### src/rtl/ballot_pkg.sv
// rtl/ballot_pkg.sv - shared state encoding, candidate indices and defaults for the ballot unit
package ballot_pkg;

    typedef enum logic [1:0] {
        ST_IDLE     = 2'd0,
        ST_ARMED    = 2'd1,
        ST_SELECTED = 2'd2,
        ST_CAST     = 2'd3
    } state_t;

    localparam logic [1:0] CAND_A = 2'd0;
    localparam logic [1:0] CAND_B = 2'd1;
    localparam logic [1:0] CAND_C = 2'd2;
    localparam logic [1:0] CAND_D = 2'd3;

    localparam int CNT_W_DEFAULT = 21;

    // Bit i of the result is the vote line for candidate index i (a = bit 0).
    function automatic logic [3:0] cand_onehot(input logic [1:0] idx);
        logic [3:0] v;
        v = 4'b0000;
        case (idx)
            CAND_A:  v = 4'b0001;
            CAND_B:  v = 4'b0010;
            CAND_C:  v = 4'b0100;
            default: v = 4'b1000;
        endcase
        return v;
    endfunction

endpackage

### src/rtl/ballot_timer.sv
// rtl/ballot_timer.sv - reloadable session idle counter that flags the last allowed idle cycle
module ballot_timer #(
    parameter int TIMEOUT = 1000
) (
    input  logic clk,
    input  logic rst,
    input  logic reload,
    input  logic run,
    output logic expired
);

    localparam int TW = 16;

    logic [TW-1:0] count;

    // The counter is held at zero while no session is open, so every session starts clean.
    always_ff @(posedge clk) begin
        if (!rst || reload || !run) begin
            count <= '0;
        end else begin
            count <= count + TW'(1);
        end
    end

    assign expired = run && (count == TW'(TIMEOUT - 1));

endmodule

### src/rtl/ballot_unit.sv
// rtl/ballot_unit.sv - single-ballot voting session FSM with vote pulses, cast counter and idle timeout
module ballot_unit
    import ballot_pkg::*;
#(
    parameter int CNT_W   = CNT_W_DEFAULT,
    parameter int TIMEOUT = 1000
) (
    input  logic             clk,
    input  logic             rst,
    input  logic             arm,
    input  logic [1:0]       sel,
    input  logic             sel_valid,
    input  logic             confirm,
    input  logic             cancel,
    output logic             a,
    output logic             b,
    output logic             c,
    output logic             d,
    output logic             busy,
    output logic [1:0]       selected,
    output logic [CNT_W-1:0] cast_count,
    output logic             timeout
);

    state_t     state;
    state_t     state_nx;
    logic [1:0] selected_nx;
    logic [3:0] vote_nx;
    logic       timeout_nx;
    logic       reload;
    logic       run;
    logic       expired;

    assign run = (state == ST_ARMED) || (state == ST_SELECTED);

    ballot_timer #(
        .TIMEOUT (TIMEOUT)
    ) u_timer (
        .clk     (clk),
        .rst     (rst),
        .reload  (reload),
        .run     (run),
        .expired (expired)
    );

    always_ff @(posedge clk) begin
        if (!rst) begin
            state <= ST_IDLE;
        end else begin
            state <= state_nx;
        end
    end

    // Event priority in SELECTED: cancel, then confirm, then re-selection, then timeout.
    always_comb begin
        state_nx    = state;
        selected_nx = selected;
        vote_nx     = 4'b0000;
        timeout_nx  = 1'b0;
        reload      = 1'b0;
        case (state)
            ST_IDLE: begin
                if (arm) begin
                    state_nx = ST_ARMED;
                    reload   = 1'b1;
                end
            end
            ST_ARMED: begin
                if (sel_valid) begin
                    state_nx    = ST_SELECTED;
                    selected_nx = sel;
                    reload      = 1'b1;
                end else if (expired) begin
                    state_nx   = ST_IDLE;
                    timeout_nx = 1'b1;
                end
            end
            ST_SELECTED: begin
                if (cancel) begin
                    state_nx = ST_ARMED;
                    reload   = 1'b1;
                end else if (confirm) begin
                    state_nx = ST_CAST;
                    vote_nx  = cand_onehot(selected);
                end else if (sel_valid) begin
                    selected_nx = sel;
                    reload      = 1'b1;
                end else if (expired) begin
                    state_nx   = ST_IDLE;
                    timeout_nx = 1'b1;
                end
            end
            ST_CAST: begin
                state_nx = ST_IDLE;
            end
            default: begin
                state_nx = ST_IDLE;
            end
        endcase
    end

    // Vote lines are loaded on the edge that enters CAST, so they are high exactly while in CAST.
    always_ff @(posedge clk) begin
        if (!rst) begin
            a          <= 1'b0;
            b          <= 1'b0;
            c          <= 1'b0;
            d          <= 1'b0;
            busy       <= 1'b0;
            selected   <= CAND_A;
            cast_count <= '0;
            timeout    <= 1'b0;
        end else begin
            a        <= vote_nx[0];
            b        <= vote_nx[1];
            c        <= vote_nx[2];
            d        <= vote_nx[3];
            busy     <= (state_nx != ST_IDLE);
            selected <= selected_nx;
            timeout  <= timeout_nx;
            if (state == ST_CAST) begin
                cast_count <= cast_count + CNT_W'(1);
            end
        end
    end

endmodule

### config.mk
export PLATFORM = sky130hd
export DESIGN_NAME = ballot_unit
export DESIGN_NICKNAME = d
export VERILOG_FILES = /design/src/rtl/ballot_pkg.sv /design/src/rtl/ballot_timer.sv /design/src/rtl/ballot_unit.sv
export SDC_FILE = /design/constraint.sdc
export NUM_CORES = 1
export LEC_CHECK = 0
export ABC_CLOCK_PERIOD_IN_PS = 6400
export CORE_ASPECT_RATIO = 1.75
export CORE_MARGIN = 5
export CORE_UTILIZATION = 57
export CTS_CLUSTER_DIAMETER = 30
export DETAILED_ROUTE_END_ITERATION = 8
export PLACE_DENSITY = 0.84
export SYNTH_ARGS = -nofsm -noshare
export SYNTH_HDL_FRONTEND = slang
export SYNTH_HIERARCHICAL = 1
export SYNTH_SLANG_ARGS = --single-unit
### constraint.sdc
create_clock -name clk -period 6.4 [get_ports clk]
set_input_delay 0.96 -clock clk [delete_from_list [all_inputs] [get_ports clk]]
set_output_delay 0.96 -clock clk [all_outputs]
set_load 0.01 [all_outputs]
Word level (Yosys, flattened, before mapping):

Index checks and enable logic that the tools add are counted.

* $add $sub $neg: 2
* $mul: 0
* divide/modulo/power cells: 0
* $lt $le $gt $ge: 0
* equal/unequal tests: 8
* shift operators: 0
* multiplexer cells: 22
* bitwise gates (word level): 3
* reduce and logical (&&, ||, !) cells: 12

Operators by type and width (number)
* 21-bit by 1-bit adder with 21-bit output (second input constant): 1
* 2-bit 2-to-1 mux: 9
* 16-bit by 1-bit adder with 16-bit output (second input constant): 1
* 16-bit by 10-bit equality test with 1-bit output (second input constant): 1
* 4-bit one-hot mux with 3 select lines: 1
* 1-bit 2-to-1 mux: 8
* 2-bit one-hot mux with 4 select lines: 1
* 2-bit equality test (second input constant): 3
* 2-bit by 1-bit equality test with 1-bit output (second input constant): 2
* 2-bit zero test: 2
* 2-bit inequality test (second input constant): 2
* 2-bit one-hot mux with 2 select lines: 1
* 2-bit nonzero test: 2
* 4-bit OR reduction: 1
* 1-bit logical OR: 3
* 1-bit NOT: 3
* 1-bit one-hot mux with 3 select lines: 1
* 3-bit AND reduction: 1
* 1-bit zero test: 2
* 1-bit one-hot mux with 2 select lines: 1
* 1-bit logical AND: 1

* register bits: 47
* latch bits: 0
* RAM bits: 0
* bits in read-only memories: 0
* input bits: 8
* logic and storage cells: 57
* memories: 0

Logic depth before layout (Yosys ltp):

Gate-level depths: netlist of the first run.

* word-level depth: 9
* mapped depth: 9
* depth with buffers taken out: 9

Cells and area by module:

The synthesis of the first run kept the hierarchy.

Modules (own cells, without submodules)
* ballot_unit: times used 1, cells an instance 167, area an instance 1527.7 µm², seq. area each 620.6 µm²
* ballot_timer: times used 1, cells an instance 83, area an instance 734.5 µm², seq. area each 320.3 µm²

Least setup slack after synthesis of the first run:

Ideal clock, no wire load.

* kind: input to register
* start point: in sel_valid
* end point: reg u_timer.count[13]
* setup time: 0.074 ns
* arrival: 2.045 ns
* data required time: 6.326 ns
* path slack: 4.281 ns
* stages on the path: 7
* path buffers: 0
* cell sequence: inv_1 -> nor2_1 -> o21ai_0 -> a21oi_1 -> nand3b_1 -> or4b_1 -> o21ai_0

* word-level cells in the longest chain between the ends: 6

Ends and longest elaborated chain
* start, declared: RTL line ballot_unit.sv:12 `input logic sel_valid,`
* 1-bit 2-to-1 mux (*): RTL line ballot_unit.sv:69, ballot_unit.sv:85
* 1-bit 2-to-1 mux: RTL line ballot_unit.sv:82 `end else if (confirm) begin`
* 1-bit 2-to-1 mux: RTL line ballot_unit.sv:79 `if (cancel) begin`
* 1-bit one-hot mux with 3 select lines (*): RTL line ballot_unit.sv:61 `case (state)`
* via reload: RTL line ballot_unit.sv:30 `logic reload;`
* 1-bit logical OR (*) (2 in series): RTL line ballot_timer.sv:18 `if (!rst || reload || !run) begin`
* end signal, assigned: RTL line ballot_timer.sv:21 `count <= count + TW'(1);`
* end, declared: RTL line ballot_timer.sv:14 `logic [TW-1:0] count;`

The timed path passes the listed nets; every way through them passes the cells marked *.
A chain may end at the register's enable or synchronous reset.

Worst setup path in the final report of the first run:

* start point: in rst
* end point: reg u_timer.count[13]

* word-level cells in the longest chain between the ends: 3

Ends and longest elaborated chain
* start, declared: RTL line ballot_unit.sv:9 `input logic rst,`
* 1-bit zero test
* 1-bit logical OR (2 in series): RTL line ballot_timer.sv:18

No other way between the ends.

==> impl_results.md, run 1 <==
- Outcome: completed
- Chip Width: approximately 58 um
- IO Port Bufs: 36
- Worst-margin pin slew: 0.603 ns
- Number of detailed-route iterations in the first pass: 4
- Die height: about 93 um
- Number of CTS-inserted buffers: 5
- # IOs: 37
- Initial antenna violation count: 0
- # setup viols final: 0
- Drt wl/cell: between 10 and 15 um
- Worst IR Drop VDD: 0.000250 V
- Routability cong.: around 0.9
- Clock Latency Late Sink: 0.30 ns
- CTS tree: built
- Flops & latches, synth: 47
- Setup crit end kind: register
- Syn nets: around 270
- Sequential fraction of the synthesis area: between 40 and 50%
- Post-Route Setup TNS: 0 ns
- WP data required: approximately 6.6 ns
- Clock Skews: roughly 0.011 ns
- RSZ-0062 raised after global routing: no
- Post-synth EDFFs: 0
- Max-cap violations: 0
- Footprint of the multi-input gates: around 1300 um2
- DP HPWL: roughly 3500 um
- Share of cells above drive strength 1: 6.90%
- Rows: 30
- 1st-iter DRT viols: 60
- Fin. Hold Viols: 0
- Power Dens Cells: slightly above 200 nW/um2
- Sequential Area: roughly 940 um2
- First-pass GRT wire length: roughly 8200 um
- Max clock buf depth: 2
- Clock-pin transition on the worst setup and hold timing paths: ~0.08 ns
- CTS sink cnt: 47
- DRC: 0
- CP startpoint kind: primary input
- Total global routing overflow: 0
- Syn Area/Cell: 9.05 um2
- Hold_ws: 0.461 ns
- Vias in the first global route: ~1,800
- Core area: 3870 um2
- Synth-to-layout area growth: 23.7%
- Crit path DAT: a little over 3 ns
- Tot GR Track Use: roughly a fifth
- Maximum achievable frequency: around 350 MHz
- Non-filler instance count after layout: 338
- Count of hold buffers inserted by post-cts repair: 0
- H-tree levels: 2
- Min Clock Period, post-route: 2.85 ns
- Die area: approximately 5400 um2
- Via-per-instance ratio: 5.58
- Max-slew violation count: 0
- Syn. warnings: 6
- Inserted Diodes: 0
- Crit-path slowest cell: clkdlybuf4s50_1
- Setup Buffers After CTS: 0
- CP Cell Sequence: clkdlybuf4s50_1, nand3b_1, or4b_1, o21ai_0
- Primary FF master, synth: dfxtp_1
- Cells after Synth: 250
- Final net count: about 310
- Crit Path Category: in2reg
- Initial Util: between 50 and 60%
- Mapped Area: 2260 um2
- Crit-path max FO: 18
- Distinct cells, synth: 46
- WP buf/inv: 1
- Placed cells: 330
- Hold WC Path Type: reg2reg
- Total routed wirelength: ~4700 um
- Static leakage: between 1 and 1.5 nW
- Detail Route Antenna Nets: 0
- Layout fillers: 303
- Delay of the slowest cell on the worst path: between 0.8 and 0.9 ns
- Root Buffer: clkbuf_8
- Total number of vias: 1,885
- Cell family with most CP delay: simple AND/OR/NAND/NOR gates
- Post-synth ARST share: 0%
- Largest net degree at the start of global routing: 19
- Resize count post-CTS: 0
- Fin crit share: 44.6%
- Headroom to the max-slew limit: 59.6%
==> cell type report <==
type / instances / share of cell area [%]
inverter: 10 / 1.34
sequential: 47 / 33.6
tap: 48 / 2.15
timing repair buffer: 36 / 12.9
clock inverter: 2 / 2.15
multi-input combinational: 189 / 45.3
clock buffer: 6 / 2.59
==> worst reg2reg max path: cells and delay by family (launching register included) <==
family / cells / cell delay [ns]
buffers and inverters: 1 / 0.12
adder cells (fa/ha/maj): 1 / 0.35
AND/OR/NAND/NOR: 5 / 1.25
AO/OA/AOI/OAI: 2 / 0.38
flip-flops: 1 / 0.46
==> final timing paths <==
check,startpoint,to,slack [ns],cells past startpoint
min reg2reg,u_timer/count[0],u_timer/count[0],0.46,1
max reg2reg,state[1],state[1],3.73,9
max,rst,u_timer/count[13],3.55,4
min,u_timer/count[0],u_timer/count[0],0.46,1
==> logic make-up after synthesis <==
family	after synthesis	share of synthesized area [%]
compound gates	28	7.52
xor+xnor	20	7.74
fa+ha+maj	8	4.42
buf+inv	14	2.38
flops	47	41.6
mux	8	3.54
simple gates	125	32.8
==> report_power, final <==
part	leakage [nW]	internal [mW]	switching [mW]	total, mW
clock network	0.0654	0.156	0.0959	0.252
registers	0.379	0.295	0.00294	0.298
logic	0.603	0.0145	0.0170	0.0316
==> per-layer routing <==
layer | global-route usage [%] | wire (um) | up-vias
li1 | - | - | 950
met1 | 19.5 | 1720 | 882
met2 | 36.1 | 2670 | 43
met3 | 3.31 | 206 | 10
met4 | 8.51 | 106 | 0
met5 | 0 | 0 | -
==> flip-flops by register name, indices dropped and copies added, names as in the netlist <==
register	cells
cast_count	21
u_timer/count	16
selected	2
state	2
a	1
b	1
busy	1
c	1
d	1
timeout	1
==> cell usage in the layout, fill, tap and decap left out, types with 2 or more instances in the layout <==
cell	Yosys	routed
nand2b_1	5	5
or3_1	4	4
nand3b_1	2	2
o21ai_0	10	10
clkbuf_8	0	5
mux2i_1	8	8
clkdlybuf4s50_1	0	36
nand4_2	3	3
nor2_1	33	33
nor4_4	3	3
ha_1	8	8
dfxtp_1	47	47
nor4_1	4	4
nand3_1	11	11
nor3b_1	2	2
nor2b_1	5	5
o221ai_1	2	2
nand4_1	8	8
xnor2_1	13	13
xor2_1	7	7
and2_1	3	3
inv_1	9	9
nor3_1	6	6
a21oi_1	9	9
nand2_1	23	23
bufinv_16	0	2
==> cell usage after synthesis (2+ instances only) <==
master    count  area, um2
nor4_4        3       63.8
or3_1         4       25.0
and2_1        3       18.8
mux2i_1       8       80.1
nor2_1       33        124
nand3_1      11       55.1
nor3b_1       2       15.0
clkbuf_1      3       11.3
nand4_2       3       37.5
nor2b_1       5       31.3
nor3_1        6       30.0
o221ai_1      2       17.5
o21ai_0      10       50.1
nand3b_1      2       15.0
dfxtp_1      47        941
xnor2_1      13        114
a21oi_1       9       45.0
inv_1         9       33.8
nor4_1        4       25.0
nand4_1       8       50.1
nand2_1      23       86.3
nand2b_1      5       31.3
ha_1          8        100
xor2_1        7       61.3
==> metrics by stage <==
step / setup slack (ns) / instance area, um2 / utilization (%) / power (mW)
after floorplan: 4.28 / 2260 / - / 0.322
after global placement: 3.29 / 2670 / 69.0 / 0.336
after detailed placement: 3.25 / 2670 / 69.0 / 0.336
after CTS: 3.56 / 2800 / 72.4 / 0.586
after global routing: 3.34 / 2800 / 72.4 / 0.602
final: 3.55 / 2800 / 72.4 / 0.581
(Power assumes the default switching activity.)
==> inputs of run 2 (changes only) <==
ABC_CLOCK_PERIOD_IN_PS = 2800   (was 6400)
CORE_UTILIZATION = 53   (was 57)
PLACE_DENSITY = 0.79   (was 0.84)
clock period = 2.8 ns   (was 6.4 ns; I/O delays follow)
==> run 2 against run 1 <==
  * Clock-buffer cell count is the same
  * Combinational power grew 140%
  * Clock power is 100% higher
  * Final cell count rose by 0.89%
  * Final area is essentially flat
  * Sequential share of layout area barely moved
  * Die area rose by 6.5%
  * Routed wire length is 1.1% higher
  * Worst setup slack got worse by 3.2 ns
  * Sequential power up 130%
  * Critical path type is now reg2reg
  * Largest power group unchanged
==> impl_results.md, run 2 (synthesized netlist as in run 1, its figures left out) <==
- Outcome: completed (unchanged)
- RSZ-0062 raised after global routing: no (unchanged)
- 1st-iter DRT viols: 64 (was 60)
- Root Buffer: clkbuf_8 (unchanged)
- Most frequent cells in the layout: 47 x dfxtp_1, 36 x clkdlybuf4s50_1, 33 x nor2_1, 23 x nand2_1, 13 x xnor2_1 (unchanged)
- Inserted Diodes: 0 (unchanged)
- Min Clock Period, post-route: between 2 and 2.5 ns
- Regs by FF count: cast_count (21), u_timer/count (16) (unchanged)
- R2r worst-path depth: 9 (unchanged)
- Layout fillers: 353 (was 303)
- Max-slew violation count: 0 (unchanged)
- Via-per-instance ratio: 5.53 (was 5.58)
- H-tree levels: 2 (unchanged)
- Vias in the first global route: 1,846 (was 1,833)
- Fin crit share: between 80% and 90%
- Hold_ws: 0.449 ns (was 0.461 ns)
- Largest net degree at the start of global routing: 19 (unchanged)
- # setup viols final: 0 (unchanged)
- Worst-margin pin slew: 0.526 ns (was 0.603 ns)
- Post-Route Setup TNS: 0 ns (unchanged)
- Die height: 96.4 um (was 93.3 um)
- Initial Util: 54.5% (was 58.5%)
- Detail Route Antenna Nets: 0 (unchanged)
- CP startpoint kind: register (was primary input)
- Number of CTS-inserted buffers: 5 (unchanged)
- Static leakage: 1.05 nW (about the same)
- Tot GR Track Use: 18.5% (was 19.1%)
- Max clock buf depth: 2 (unchanged)
- Number of detailed-route iterations in the first pass: 4 (unchanged)
- Crit path DAT: 2.62 ns (was 3.08 ns)
- Power Dens Cells: 450 nW/um2 (was 208 nW/um2)
- Chip Width: 59.4 um (was 57.6 um)
- Final net count: 307 (was 305)
- Worst IR Drop VDD: 0.000403 V (was 0.000250 V)
- Total routed wirelength: 4760 um (was 4700 um)
- Crit-path max FO: 7 (was 18)
- Clock Latency Late Sink: 0.29 ns (was 0.30 ns)
- Clock-pin transition on the worst setup and hold timing paths: 0.08 ns (about the same)
- CTS tree: built (unchanged)
- Maximum achievable frequency: between 400 and 500 MHz
- Max-cap violations: 0 (unchanged)
- # IOs: 37 (unchanged)
- Largest register FFs: 21 (unchanged)
- Initial antenna violation count: 0 (unchanged)
- First-pass GRT wire length: 8250 um (was 8220 um)
- Routability cong.: 0.818 (was 0.912)
- Drt wl/cell: 13.9 um (about the same)
- Total global routing overflow: 0 (unchanged)
- Share of cells above drive strength 1: 7.88% (was 6.90%)
- Hold WC Path Type: reg2reg (unchanged)
- Fin. Hold Viols: 0 (unchanged)
- Setup Buffers After CTS: 0 (unchanged)
- DP HPWL: 3590 um (was 3500 um)
- Core area: 4150 um2 (was 3870 um2)
- Largest register by flop count: cast_count (unchanged)
- Count of hold buffers inserted by post-cts repair: 0 (unchanged)
- WP data required: 2.99 ns (was 6.63 ns)
- Headroom to the max-slew limit: 64.7% (was 59.6%)
- Most common cell after layout, fill and taps aside: dfxtp_1 (unchanged)
- CTS sink cnt: 47 (unchanged)
- DRC: 0 (unchanged)
- IO Port Bufs: 36 (unchanged)
- Synth-to-layout area growth: 23.8% (was 23.7%)
- Hold Path Cell Cnt: 1 (unchanged)
- Die area: 5730 um2 (was 5380 um2)
- Setup crit end kind: register (unchanged)
- Clock Skews: 0.00567 ns (was 0.0108 ns)
- Resize count post-CTS: 0 (unchanged)
- Crit Path Category: reg2reg (was in2reg)
- Rows: 31 (was 30)
- Total number of vias: 1,887 (was 1,885)
## run 2: worst max-delay path: stages, from the launching register on
cell and delay [ns]:
dfxtp_1 0.44, inv_1 0.12, ha_1 0.35, nor4b_1 0.25, nand4_1 0.13, nor4_1 0.32
nand2b_1 0.15, a21oi_1 0.19, o221ai_1 0.17, o21a_1 0.19
## run 2: layout make-up
type                            instances  area [um2]  share of cell area [%]
Clock buffer                            6        82.6                    2.95
Clock inverter                          2        35.0                    1.25
Inverter                               10        37.5                    1.34
Multi-Input combinational cell        189        1270                    45.3
Sequential cell                        47         941                    33.6
Tap cell                               49        61.3                    2.19
Timing Repair Buffer                   38         375                    13.4
## run 2: per-stage QoR
stage | instance area (um2) | std cells | setup WS (ns) | power, mW | util [%]
2_1_floorplan | 2260 | 250 | 0.702 | 0.737 | -
3_5_place_dp | 2680 | 333 | 0.453 | 0.770 | 64.6
6_report | 2800 | 341 | 0.367 | 1.26 | 67.5
4_1_cts | 2800 | 341 | 0.355 | 1.27 | 67.5
3_3_place_gp | 2680 | 333 | 0.553 | 0.769 | 64.6
5_1_grt | 2800 | 341 | 0.153 | 1.32 | 67.5
## run 2: path summary, 6_finish.rpt
kind / start / endpoint / slack (ns)
setup reg to reg: state[1] / busy / 0.37
hold reg to reg: u_timer/count[0] / u_timer/count[0] / 0.45
hold / removal: u_timer/count[0] / u_timer/count[0] / 0.45
setup / recovery: state[1] / busy / 0.37
## run 2: power by group
group | leakage, nW | total (mW) | internal, mW | switching, mW
logic | 0.612 | 0.0753 | 0.0350 | 0.0403
clock network | 0.0612 | 0.504 | 0.289 | 0.216
registers | 0.379 | 0.680 | 0.674 | 0.00608
## run 2: routing by layer
layer	wire length [um]	global-route usage, %	vias to the layer above
met5	0	0	-
met4	138	8.88	0
met3	155	3.59	14
met2	2700	34.6	38
met1	1760	18.8	885
li1	-	-	950
==> inputs of run 3 (changes only) <==
GPL_TIMING_DRIVEN = 0   (was default)
==> run 3 against run 2 <==
  * Via count rose by 1.2%
  * Final area fell by 0.63%
  * Worst setup slack got worse by 0.10 ns
==> impl_results.md, run 3 (synthesized netlist as in run 1, its figures left out) <==
- Outcome: completed (unchanged)
- Clock-pin transition on the worst setup and hold timing paths: 0.09 ns (was 0.08 ns)
- Number of CTS-inserted buffers: 5 (unchanged)
- Maximum achievable frequency: 394 MHz (was 411 MHz)
- DRC: 0 (unchanged)
- Final core utilization: 67.0% (was 67.5%)
- Total global routing overflow: 0 (unchanged)
- Most frequent cells in the layout: 47 x dfxtp_1, 36 x clkdlybuf4s50_1, 33 x nor2_1, 23 x nand2_1, 13 x xnor2_1 (unchanged)
- Layout fillers: 369 (was 353)
- CP Cell Sequence: inv_1, ha_1, nor4b_2, nand4_1, nor4_1, nand2b_1, a21oi_1, o221ai_1, o21a_1 (was inv_1, ha_1, nor4b_1, nand4_1, nor4_1, nand2b_1, a21oi_1, o221ai_1, o21a_1)
- Largest register FFs: 21 (unchanged)
- Static leakage: 1.03 nW (was 1.05 nW)
- Share of cells above drive strength 1: 7.82% (was 7.88%)
- Resize count post-CTS: 0 (unchanged)
- Setup Buffers After CTS: 0 (unchanged)
- Tot GR Track Use: 18.5% (about the same)
- DP HPWL: 3810 um (was 3590 um)
- Vias in the first global route: 1,878 (was 1,846)
- Most common cell after layout, fill and taps aside: dfxtp_1 (unchanged)
- Final net count: 309 (was 307)
- # IOs: 37 (unchanged)
- Crit-path slowest cell: dfxtp_1 (unchanged)
- Root Buffer: clkbuf_8 (unchanged)
- Largest net degree at the start of global routing: 17 (was 19)
- First-pass GRT wire length: 8140 um (was 8250 um)
- Setup slack, reg-to-reg: 0.26 ns (was 0.37 ns)
- Clock Latency Late Sink: 0.31 ns (was 0.29 ns)
- CTS tree: built (unchanged)
- Fin. Hold Viols: 0 (unchanged)
- Delay of the slowest cell on the worst path: 0.46 ns (was 0.44 ns)
- Routability cong.: 0.882 (was 0.818)
- Regs by FF count: cast_count (21), u_timer/count (16) (unchanged)
- Crit-path max FO: 7 (unchanged)
- Drt wl/cell: 13.9 um (about the same)
- Post-Route Setup TNS: 0 ns (unchanged)
- Crit path DAT: 2.74 ns (was 2.62 ns)
- Total number of vias: 1,910 (was 1,887)
- Worst-margin pin slew: 0.485 ns (was 0.526 ns)
- Clock Skews: 0.00926 ns (was 0.00567 ns)
- Max clock buf depth: 2 (unchanged)
- Die area: 5730 um2 (unchanged)
- Hold_ws: 0.455 ns (was 0.449 ns)
- WP data required: 3.00 ns (was 2.99 ns)
- Largest register by flop count: cast_count (unchanged)
- Count of hold buffers inserted by post-cts repair: 0 (unchanged)
- Core area: 4150 um2 (unchanged)
- Placed cells: 335 (was 333)
- Worst IR Drop VDD: 0.000399 V (was 0.000403 V)
- Setup crit end kind: register (unchanged)
- Max-slew violation count: 0 (unchanged)
- Max-cap violations: 0 (unchanged)
- Initial Util: 54.5% (unchanged)
- Die height: 96.4 um (unchanged)
- Inserted Diodes: 0 (unchanged)
- Power Dens Cells: 421 nW/um2 (was 450 nW/um2)
- Detail Route Antenna Nets: 0 (unchanged)
- Synth-to-layout area growth: 23.0% (was 23.8%)
- CP startpoint kind: register (unchanged)
- Via-per-instance ratio: 5.57 (was 5.53)
- Non-filler instance count after layout: 343 (was 341)
- Headroom to the max-slew limit: 67.7% (was 64.7%)
- RSZ-0062 raised after global routing: no (unchanged)
- IO Port Bufs: 36 (unchanged)
- Initial antenna violation count: 0 (unchanged)
- Number of detailed-route iterations in the first pass: 4 (unchanged)
- CTS sink cnt: 47 (unchanged)
- Rows: 31 (unchanged)
- # setup viols final: 0 (unchanged)
- Total routed wirelength: 4760 um (about the same)
- Crit Path Category: reg2reg (unchanged)
- H-tree levels: 2 (unchanged)
- Fin crit share: 90.6% (was 86.9%)
- Hold WC Path Type: reg2reg (unchanged)
- Chip Width: 59.4 um (unchanged)
- Min Clock Period, post-route: 2.54 ns (was 2.43 ns)
- 1st-iter DRT viols: 77 (was 64)
run 3: final cells by class:
class | count | area [um2] | share of cell area, %
multi-input combinational | 189 | 1270 | 45.8
clock buffer | 5 | 68.8 | 2.47
tap | 49 | 61.3 | 2.20
timing repair buffer | 36 | 360 | 12.9
buffer | 4 | 16.3 | 0.585
inverter | 10 | 37.5 | 1.35
clock inverter | 3 | 23.8 | 0.854
sequential | 47 | 941 | 33.8
run 3: worst max-delay path, delay by kind of cell (launching register included):
family	cells	cell delay [ns]
AND/OR/NAND/NOR	4	0.98
AO/OA/AOI/OAI	3	0.53
buffers and inverters	1	0.13
adder cells (fa/ha/maj)	1	0.34
flip-flops	1	0.46
run 3: per-layer routing:
layer	vias up	routed length [um]	track usage [%]	part of all wire (%)
li1	959	-	-	-
met1	892	1640	16.9	34
met2	46	2760	35.8	58
met3	13	200	3.46	4.2
met4	0	163	11.0	3.4
met5	-	0	0	0
run 3: final timing paths:
check                           cells after the start                to              from
worst max-delay path                                9              busy          state[1]
worst max register to register                      9              busy          state[1]
worst min register to register                      1  u_timer/count[0]  u_timer/count[0]
worst min-delay path                                1  u_timer/count[0]  u_timer/count[0]
run 3: report_power, final:
| group | switching [mW] | internal, mW |
|---|---|---|
| registers | 0.00650 | 0.674 |
| clock network | 0.238 | 0.179 |
| logic | 0.0405 | 0.0346 |
| total | 0.285 | 0.887 |
run 3: stage by stage:
stage / setup WS (ns) / instance area [um2] / power, mW
floorplan: 0.702 / 2260 / 0.737
global placement: 0.228 / 2680 / 0.769
detailed placement: 0.121 / 2680 / 0.771
CTS: 0.115 / 2780 / 1.19
global route: 0.0879 / 2780 / 1.22
finish: 0.264 / 2780 / 1.17
